==> src/rtl/encoder8to3_arbiter_if.sv <==
// Handshake bundle between the encoder/arbiter and its consumer.
// The master side (request source plus consumer) drives en/req/ack.
// The slave side (the arbiter) returns code/valid/pending/multi.
interface encoder8to3_arbiter_if;
    logic       en;
    logic [7:0] req;
    logic       ack;
    logic [2:0] code;
    logic       valid;
    logic [7:0] pending;
    logic       multi;

    modport master (
        output en,
        output req,
        output ack,
        input  code,
        input  valid,
        input  pending,
        input  multi
    );

    modport slave (
        input  en,
        input  req,
        input  ack,
        output code,
        output valid,
        output pending,
        output multi
    );
endinterface

==> src/rtl/encoder8to3_arbiter.sv <==
// Registered 8-to-3 priority encoder with request capture and a valid/ack
// handshake.
//
// Request lines are OR-ed into a pending register every enabled clock. While
// idle, one pending index is selected and presented as a 3-bit code. The code
// is held until the consumer acks it; the acked bit is then cleared. A
// simultaneous new request for the same bit wins over the clear.
//
// Optional build macro ENC_ROUND_ROBIN_EN:
//   undefined - fixed priority chosen by HIGH_FIRST (1: bit 7 highest,
//               0: bit 0 highest); no pointer register exists.
//   defined   - round-robin selection starting after the last acked index
//               (pointer resets to 7, so bit 0 is searched first); HIGH_FIRST
//               is ignored.
module encoder8to3_arbiter #(
    parameter bit HIGH_FIRST = 1'b1
) (
    input  logic                        clk,
    input  logic                        rst,
    encoder8to3_arbiter_if.slave        bus
);

    typedef enum logic [0:0] {
        ST_IDLE  = 1'b0,
        ST_GRANT = 1'b1
    } state_t;

    state_t     state_q;
    state_t     state_d;
    logic [7:0] pending_q;
    logic [7:0] pending_d;
    logic [2:0] code_q;
    logic [2:0] code_d;
    logic       valid_q;
    logic       valid_d;
    logic       multi_q;
    logic       multi_d;

    logic       ack_s;
    logic       grant_s;
    logic [7:0] clr_mask_s;
    logic [7:0] set_mask_s;
    logic [2:0] sel_s;

    // Highest set index of vec (0 when vec is empty).
    function automatic logic [2:0] pick_high(input logic [7:0] vec);
        logic [2:0] idx;
        idx = 3'd0;
        for (int i = 0; i < 8; i++) begin
            if (vec[i]) begin
                idx = 3'(i);
            end else begin
                idx = idx;
            end
        end
        return idx;
    endfunction

    // Lowest set index of vec (0 when vec is empty).
    function automatic logic [2:0] pick_low(input logic [7:0] vec);
        logic [2:0] idx;
        idx = 3'd0;
        for (int i = 7; i >= 0; i--) begin
            if (vec[i]) begin
                idx = 3'(i);
            end else begin
                idx = idx;
            end
        end
        return idx;
    endfunction

    // True when two or more bits of vec are set: clearing the lowest set
    // bit leaves something behind.
    function automatic logic more_than_one(input logic [7:0] vec);
        return ((vec & (vec - 8'd1)) != 8'd0);
    endfunction

`ifdef ENC_ROUND_ROBIN_EN
    // First set index found searching upward from ptr+1 with wrap-around.
    // The loop runs from the farthest offset to the nearest so the nearest
    // hit is the one that survives; offset 8 (ptr itself) is the last resort.
    function automatic logic [2:0] pick_rr(input logic [7:0] vec,
                                           input logic [2:0] ptr);
        logic [2:0] idx;
        logic [2:0] probe;
        idx = 3'd0;
        for (int k = 8; k >= 1; k--) begin
            probe = ptr + 3'(k);
            if (vec[probe]) begin
                idx = probe;
            end else begin
                idx = idx;
            end
        end
        return idx;
    endfunction

    logic [2:0] ptr_q;
    logic [2:0] ptr_d;

    // Round-robin selection from the last acked index.
    always_comb begin
        sel_s = pick_rr(pending_q, ptr_q);
    end

    // Pointer follows the code each time the consumer accepts it.
    always_comb begin
        ptr_d = ptr_q;
        if (ack_s) begin
            ptr_d = code_q;
        end else begin
            ptr_d = ptr_q;
        end
    end

    // Last-granted pointer register; reset value makes bit 0 the first pick.
    always_ff @(posedge clk or posedge rst) begin
        if (rst) begin
            ptr_q <= 3'd7;
        end else begin
            ptr_q <= ptr_d;
        end
    end
`else
    // Fixed-priority selection, direction chosen at elaboration.
    always_comb begin
        if (HIGH_FIRST) begin
            sel_s = pick_high(pending_q);
        end else begin
            sel_s = pick_low(pending_q);
        end
    end
`endif

    // Handshake qualifiers: ack counts only while a grant is presented,
    // and a new grant needs enable plus something pending.
    always_comb begin
        ack_s      = (state_q == ST_GRANT) && bus.ack;
        grant_s    = (state_q == ST_IDLE) && bus.en && (pending_q != 8'h00);
        clr_mask_s = ack_s ? (8'h01 << code_q) : 8'h00;
        set_mask_s = bus.en ? bus.req : 8'h00;
    end

    // State register.
    always_ff @(posedge clk or posedge rst) begin
        if (rst) begin
            state_q <= ST_IDLE;
        end else begin
            state_q <= state_d;
        end
    end

    // Next-state logic: IDLE -> GRANT on a new grant, GRANT -> IDLE on ack.
    always_comb begin
        state_d = state_q;
        case (state_q)
            ST_IDLE: begin
                if (grant_s) begin
                    state_d = ST_GRANT;
                end else begin
                    state_d = ST_IDLE;
                end
            end
            ST_GRANT: begin
                if (ack_s) begin
                    state_d = ST_IDLE;
                end else begin
                    state_d = ST_GRANT;
                end
            end
            default: begin
                state_d = ST_IDLE;
            end
        endcase
    end

    // Output/datapath next values: capture requests (set beats clear),
    // latch code and multi at grant time, hold them throughout GRANT.
    always_comb begin
        pending_d = (pending_q & ~clr_mask_s) | set_mask_s;
        code_d    = code_q;
        multi_d   = multi_q;
        valid_d   = 1'b0;
        case (state_q)
            ST_IDLE: begin
                if (grant_s) begin
                    code_d  = sel_s;
                    multi_d = more_than_one(pending_q);
                    valid_d = 1'b1;
                end else begin
                    valid_d = 1'b0;
                end
            end
            ST_GRANT: begin
                if (ack_s) begin
                    valid_d = 1'b0;
                end else begin
                    valid_d = 1'b1;
                end
            end
            default: begin
                valid_d = 1'b0;
            end
        endcase
    end

    // Registered outputs and pending register.
    always_ff @(posedge clk or posedge rst) begin
        if (rst) begin
            pending_q <= 8'h00;
            code_q    <= 3'd0;
            valid_q   <= 1'b0;
            multi_q   <= 1'b0;
        end else begin
            pending_q <= pending_d;
            code_q    <= code_d;
            valid_q   <= valid_d;
            multi_q   <= multi_d;
        end
    end

    assign bus.code    = code_q;
    assign bus.valid   = valid_q;
    assign bus.pending = pending_q;
    assign bus.multi   = multi_q;

endmodule

==> src/flat_wrapper.sv <==
// flat-port wrapper written by rule: the top's interface ports become plain ports
module encoder8to3_arbiter_flat 
#(
    parameter bit HIGH_FIRST = 1'b1
)
  (clk, rst, bus_en, bus_req, bus_ack, bus_code, bus_valid, bus_pending, bus_multi);
  encoder8to3_arbiter_if bus_i ();
  input  logic clk;
  input  logic rst;
  input wire logic [$bits(bus_i.en)-1:0] bus_en;
  input wire logic [$bits(bus_i.req)-1:0] bus_req;
  input wire logic [$bits(bus_i.ack)-1:0] bus_ack;
  output wire logic [$bits(bus_i.code)-1:0] bus_code;
  output wire logic [$bits(bus_i.valid)-1:0] bus_valid;
  output wire logic [$bits(bus_i.pending)-1:0] bus_pending;
  output wire logic [$bits(bus_i.multi)-1:0] bus_multi;
  assign bus_i.en = bus_en;
  assign bus_i.req = bus_req;
  assign bus_i.ack = bus_ack;
  assign bus_code = bus_i.code;
  assign bus_valid = bus_i.valid;
  assign bus_pending = bus_i.pending;
  assign bus_multi = bus_i.multi;
  encoder8to3_arbiter #(.HIGH_FIRST(HIGH_FIRST)) u_core (.clk(clk), .rst(rst), .bus(bus_i));
endmodule
==> config.mk <==
export PLATFORM = sky130hd
export DESIGN_NAME = encoder8to3_arbiter_flat
export DESIGN_NICKNAME = d
export VERILOG_FILES = /design/src/rtl/encoder8to3_arbiter_if.sv /design/src/rtl/encoder8to3_arbiter.sv /design/src/flat_wrapper.sv
export SDC_FILE = /design/constraint.sdc
export NUM_CORES = 1
export LEC_CHECK = 0
export ABC_AREA = 1
export BUFFER_PORTS_ARGS = -buffer_cell sky130_fd_sc_hd__buf_4
export CORE_UTILIZATION = 46
export CTS_BUF_LIST = sky130_fd_sc_hd__clkbuf_16
export DETAILED_ROUTE_END_ITERATION = 8
export PLACE_DENSITY_LB_ADDON = 0.2
export SYNTH_ARGS = -nofsm -noshare
export SYNTH_HDL_FRONTEND = slang
export SYNTH_SLANG_ARGS = --single-unit
==> constraint.sdc <==
create_clock -name clk -period 1.4 [get_ports clk]
set_input_delay 0.42 -clock clk [delete_from_list [all_inputs] [get_ports clk]]
set_output_delay 0.42 -clock clk [all_outputs]
set_load 0.05 [all_outputs]
==> results.yml <==
logic_synthesis:
  post_synth_instance_area_um2: 718.2
  post_synth_main_area_contributors: "sky130_fd_sc_hd__dfrtp_1 45%, sky130_fd_sc_hd__nand2_1 18%, sky130_fd_sc_hd__o21ai_0 7.0%, sky130_fd_sc_hd__inv_1 5.7%, sky130_fd_sc_hd__nor2_1 5.2%"
  synth-seq-area-share: 0.4530
  ys_warn_count: 0
  syn_inst: 96
  post_synth_xor_area_fraction: 0
  yosys.area.top_type: "sky130_fd_sc_hd__dfrtp_1"
  synth.mux.area_fraction: 0
  fraction_of_the_mapped_netlist_area_in_simple_logic_gates: 0.3519
  dominant_combinational_cell_family_by_area_after_synthesis: "simple AND/OR/NAND/NOR gates"
  yosys_register_bits: 13
  postSynthNetCount: 108
  synth_adder_area_share: 0
  synth_area_per_cell_um2: 7.481
  compound_cell_area_share_of_the_yosys_netlist: 0.1132
  synth_cell_types: 17
  area_fraction_of_the_dominant_cell_type_after_synthesis: 0.4530
sta:
  unrepaired_setup_endpoints_after_global_routing: "no"
  finalCriticalPeriod_ps: 1357
  max_freq_mhz: 736.9
  worst_max_slew_margin_expressed_relative_to_the_limit: 0.6600
  min_period_over_period: 0.9693
  worst_hold_slack_ps: 217.3
  tightestPinTransition_ps: 509.5
  setup_tns_ps: 0
  timing.final.setup_violations: 0
  hold_viol: 0
  timing_max_transition_violations_final: 0
  finalWorstSetupSlack_ps: 43.03
  worst_clock_skew_ps: 3.882
worst_setup_path:
  timing.rr.end: "u_core.bus.valid$_DFF_PP0_"
  cp-end-kind: "output pin"
  worst-endpoint-required_ps: 980
  start_kind: "register"
  cp.buffers_inverters: 1
  crit_path_top_delay_cell: "sky130_fd_sc_hd__dfrtp_1"
  worst-setup-path-type: "reg -> out"
  worst_r2r_src: "u_core.bus.pending[3]$_DFF_PP0_"
  path_cells: "buf_4"
  slowest_delay_ps: 460
  r2r_slack_ps: 220
  critical_path_arrival_ps: 940
  cp_top_family: "flip-flops"
  crit_fanout: 5
  worstRegToRegCells: 6
placed_design:
  place.port_buffers: 24
  detailedPlace.worstSlack_ps: 216.0
  place.gp.congestion: 0.7926
  dpl.cell_count: 134
  dp_hpwl_um: 1287
  post_dp_cell_area_um2: 905.9
global_routing:
  grt_pass1_wl_um: 2718
  overflow: 0
  number_of_antenna_violations_at_the_first_check_in_global_routing: 0
  grtUsageTotal: 0.2040
  first_global_vias: 590
  maximum_number_of_pins_on_one_net_before_global_route_repair: 14
die:
  rows: 13
  design.portCount: 25
  die_height_um: 41.52
  chipWidth_um: 41.52
  core_area_um2: 1383
  initial_utilization: 0.5195
  floorplan.die_area_um2: 1724
layout:
  layout.cells.most_common: "sky130_fd_sc_hd__nand2_1"
  area_growth_syn_to_layout_pct: 37.28
  net_count_of_the_finished_layout: 136
  antenna_cells: 0
  fin_area_um2: 985.9
  layout.cells.most_common_list: "35 x sky130_fd_sc_hd__nand2_1, 24 x sky130_fd_sc_hd__buf_4, 12 x sky130_fd_sc_hd__inv_1, 12 x sky130_fd_sc_hd__dfrtp_1"
  final_layout_size_suffix_gt1_frac: 0.3089
  final_core_utilization: 0.7131
  final.fill_count: 110
  register_area_um2: 326.6
  area_of_the_multi_input_gates_um2: 334.1
  instances_no_fill: 138
cts:
  clk_transition_reported_paths_ps: 40
  cts_tree: "yes"
  cts_made_buffers: 3
  post_cts_buffers: 0
  clkLatencyLatePin_ps: 240
  clk_path_buf_depth: 2
  ctsRootBufferMaster: "sky130_fd_sc_hd__clkbuf_16"
  numClockSinks: 13
  htree_levels: 1
worst_hold_path:
  hp-class: "in -> async"
detailed_routing:
  drt-pass1-iter-count: 4
  drcViolationCount: 0
  drt-wirelength-per-cell_um: 11.91
  avgViaCountPerCell: 5.029
  drt-initial-drc-count: 13
  postRouteAntennaNets: 0
  route.final.wire_length_um: 1644
  detailroute.via_count: 694
run:
  drv.max_cap_violation_count: 0
power_and_ir_drop:
  irDropWorstVdd_mv: 1.428
  power.density_nw_per_um2: 2213
  finalPower_mw: 2.182
  power.leakage_nw: 0.4945
run_status:
  status: "complete, no violations"
==> routing by layer <==
metal	GRT usage	routed length (µm)
met2	0.2938	778
met4	0.05806	19
met5	0	0
met3	0.04348	90
met1	0.3088	756
==> area by class of cell <==
cell class,count,area share
tap,15,0.01904
inverter,12,0.04822
clock buffer,3,0.07614
multi-input combinational,70,0.3388
clock inverter,1,0.003807
timing repair buffer,24,0.1827
sequential,13,0.3312
==> how the worst max path moves through the flow <==
stage / from / endpoint / slack, ps / cells past startpoint
floorplan: u_core.bus.valid$_DFF_PP0_ / u_core.bus.pending[4]$_DFF_PP0_ / 100 / 5
global placement: bus_en / u_core.bus.multi$_DFFE_PP0P_ / 240 / 8
detailed placement: bus_en / u_core.bus.multi$_DFFE_PP0P_ / 220 / 8
CTS: u_core.bus.valid$_DFF_PP0_ / bus_valid / 10 / 1
global route: u_core.bus.pending[3]$_DFF_PP0_ / bus_pending[3] / 7 / 1
finish: u_core.bus.pending[3]$_DFF_PP0_ / bus_pending[3] / 40 / 1
==> Yosys cell counts <==
cell type / count
sky130_fd_sc_hd__nor2_1: 10
sky130_fd_sc_hd__dfrtp_1: 13
sky130_fd_sc_hd__o31ai_1: 1
sky130_fd_sc_hd__nor2_2: 2
sky130_fd_sc_hd__inv_4: 1
sky130_fd_sc_hd__nand3_1: 2
sky130_fd_sc_hd__nand2_2: 3
sky130_fd_sc_hd__a21oi_1: 1
sky130_fd_sc_hd__inv_1: 11
sky130_fd_sc_hd__nor2_8: 1
sky130_fd_sc_hd__nand2_1: 35
sky130_fd_sc_hd__o21ai_1: 2
sky130_fd_sc_hd__o21ai_0: 10
sky130_fd_sc_hd__buf_6: 1
sky130_fd_sc_hd__nand2_4: 1
sky130_fd_sc_hd__nor2_4: 1
sky130_fd_sc_hd__o21ai_2: 1
==> registers in the layout, indices dropped and copies added (netlist names) <==
name,cells
u_core.bus.pending,8
u_core.bus.code,3
u_core.bus.multi,1
u_core.bus.valid,1
==> report_power, final <==
group / internal, mW / switching, mW / total, mW / leakage (nW)
Sequential: 0.494 / 0.181 / 0.675 / 0.128
Combinational: 0.291 / 0.697 / 0.988 / 0.324
Clock: 0.375 / 0.143 / 0.518 / 0.0423
Total: 1.16 / 1.02 / 2.18 / 0.495
==> cell families (layout without fill, tap and decap cells) <==
kind of cell,Yosys count,count (layout)
AOI/OAI and AO/OA,15,15
buffers and inverters,13,40
DFF,13,13
and+or+nand+nor,55,55
==> what timing repair did <==
| item | CTS | global route |
|---|---|---|
| endpoints found under the setup margin | 0 | 1 |
| hold buffers | 0 | 0 |
| resized for setup | 0 | 1 |
Power figures use the tool's default switching activity.
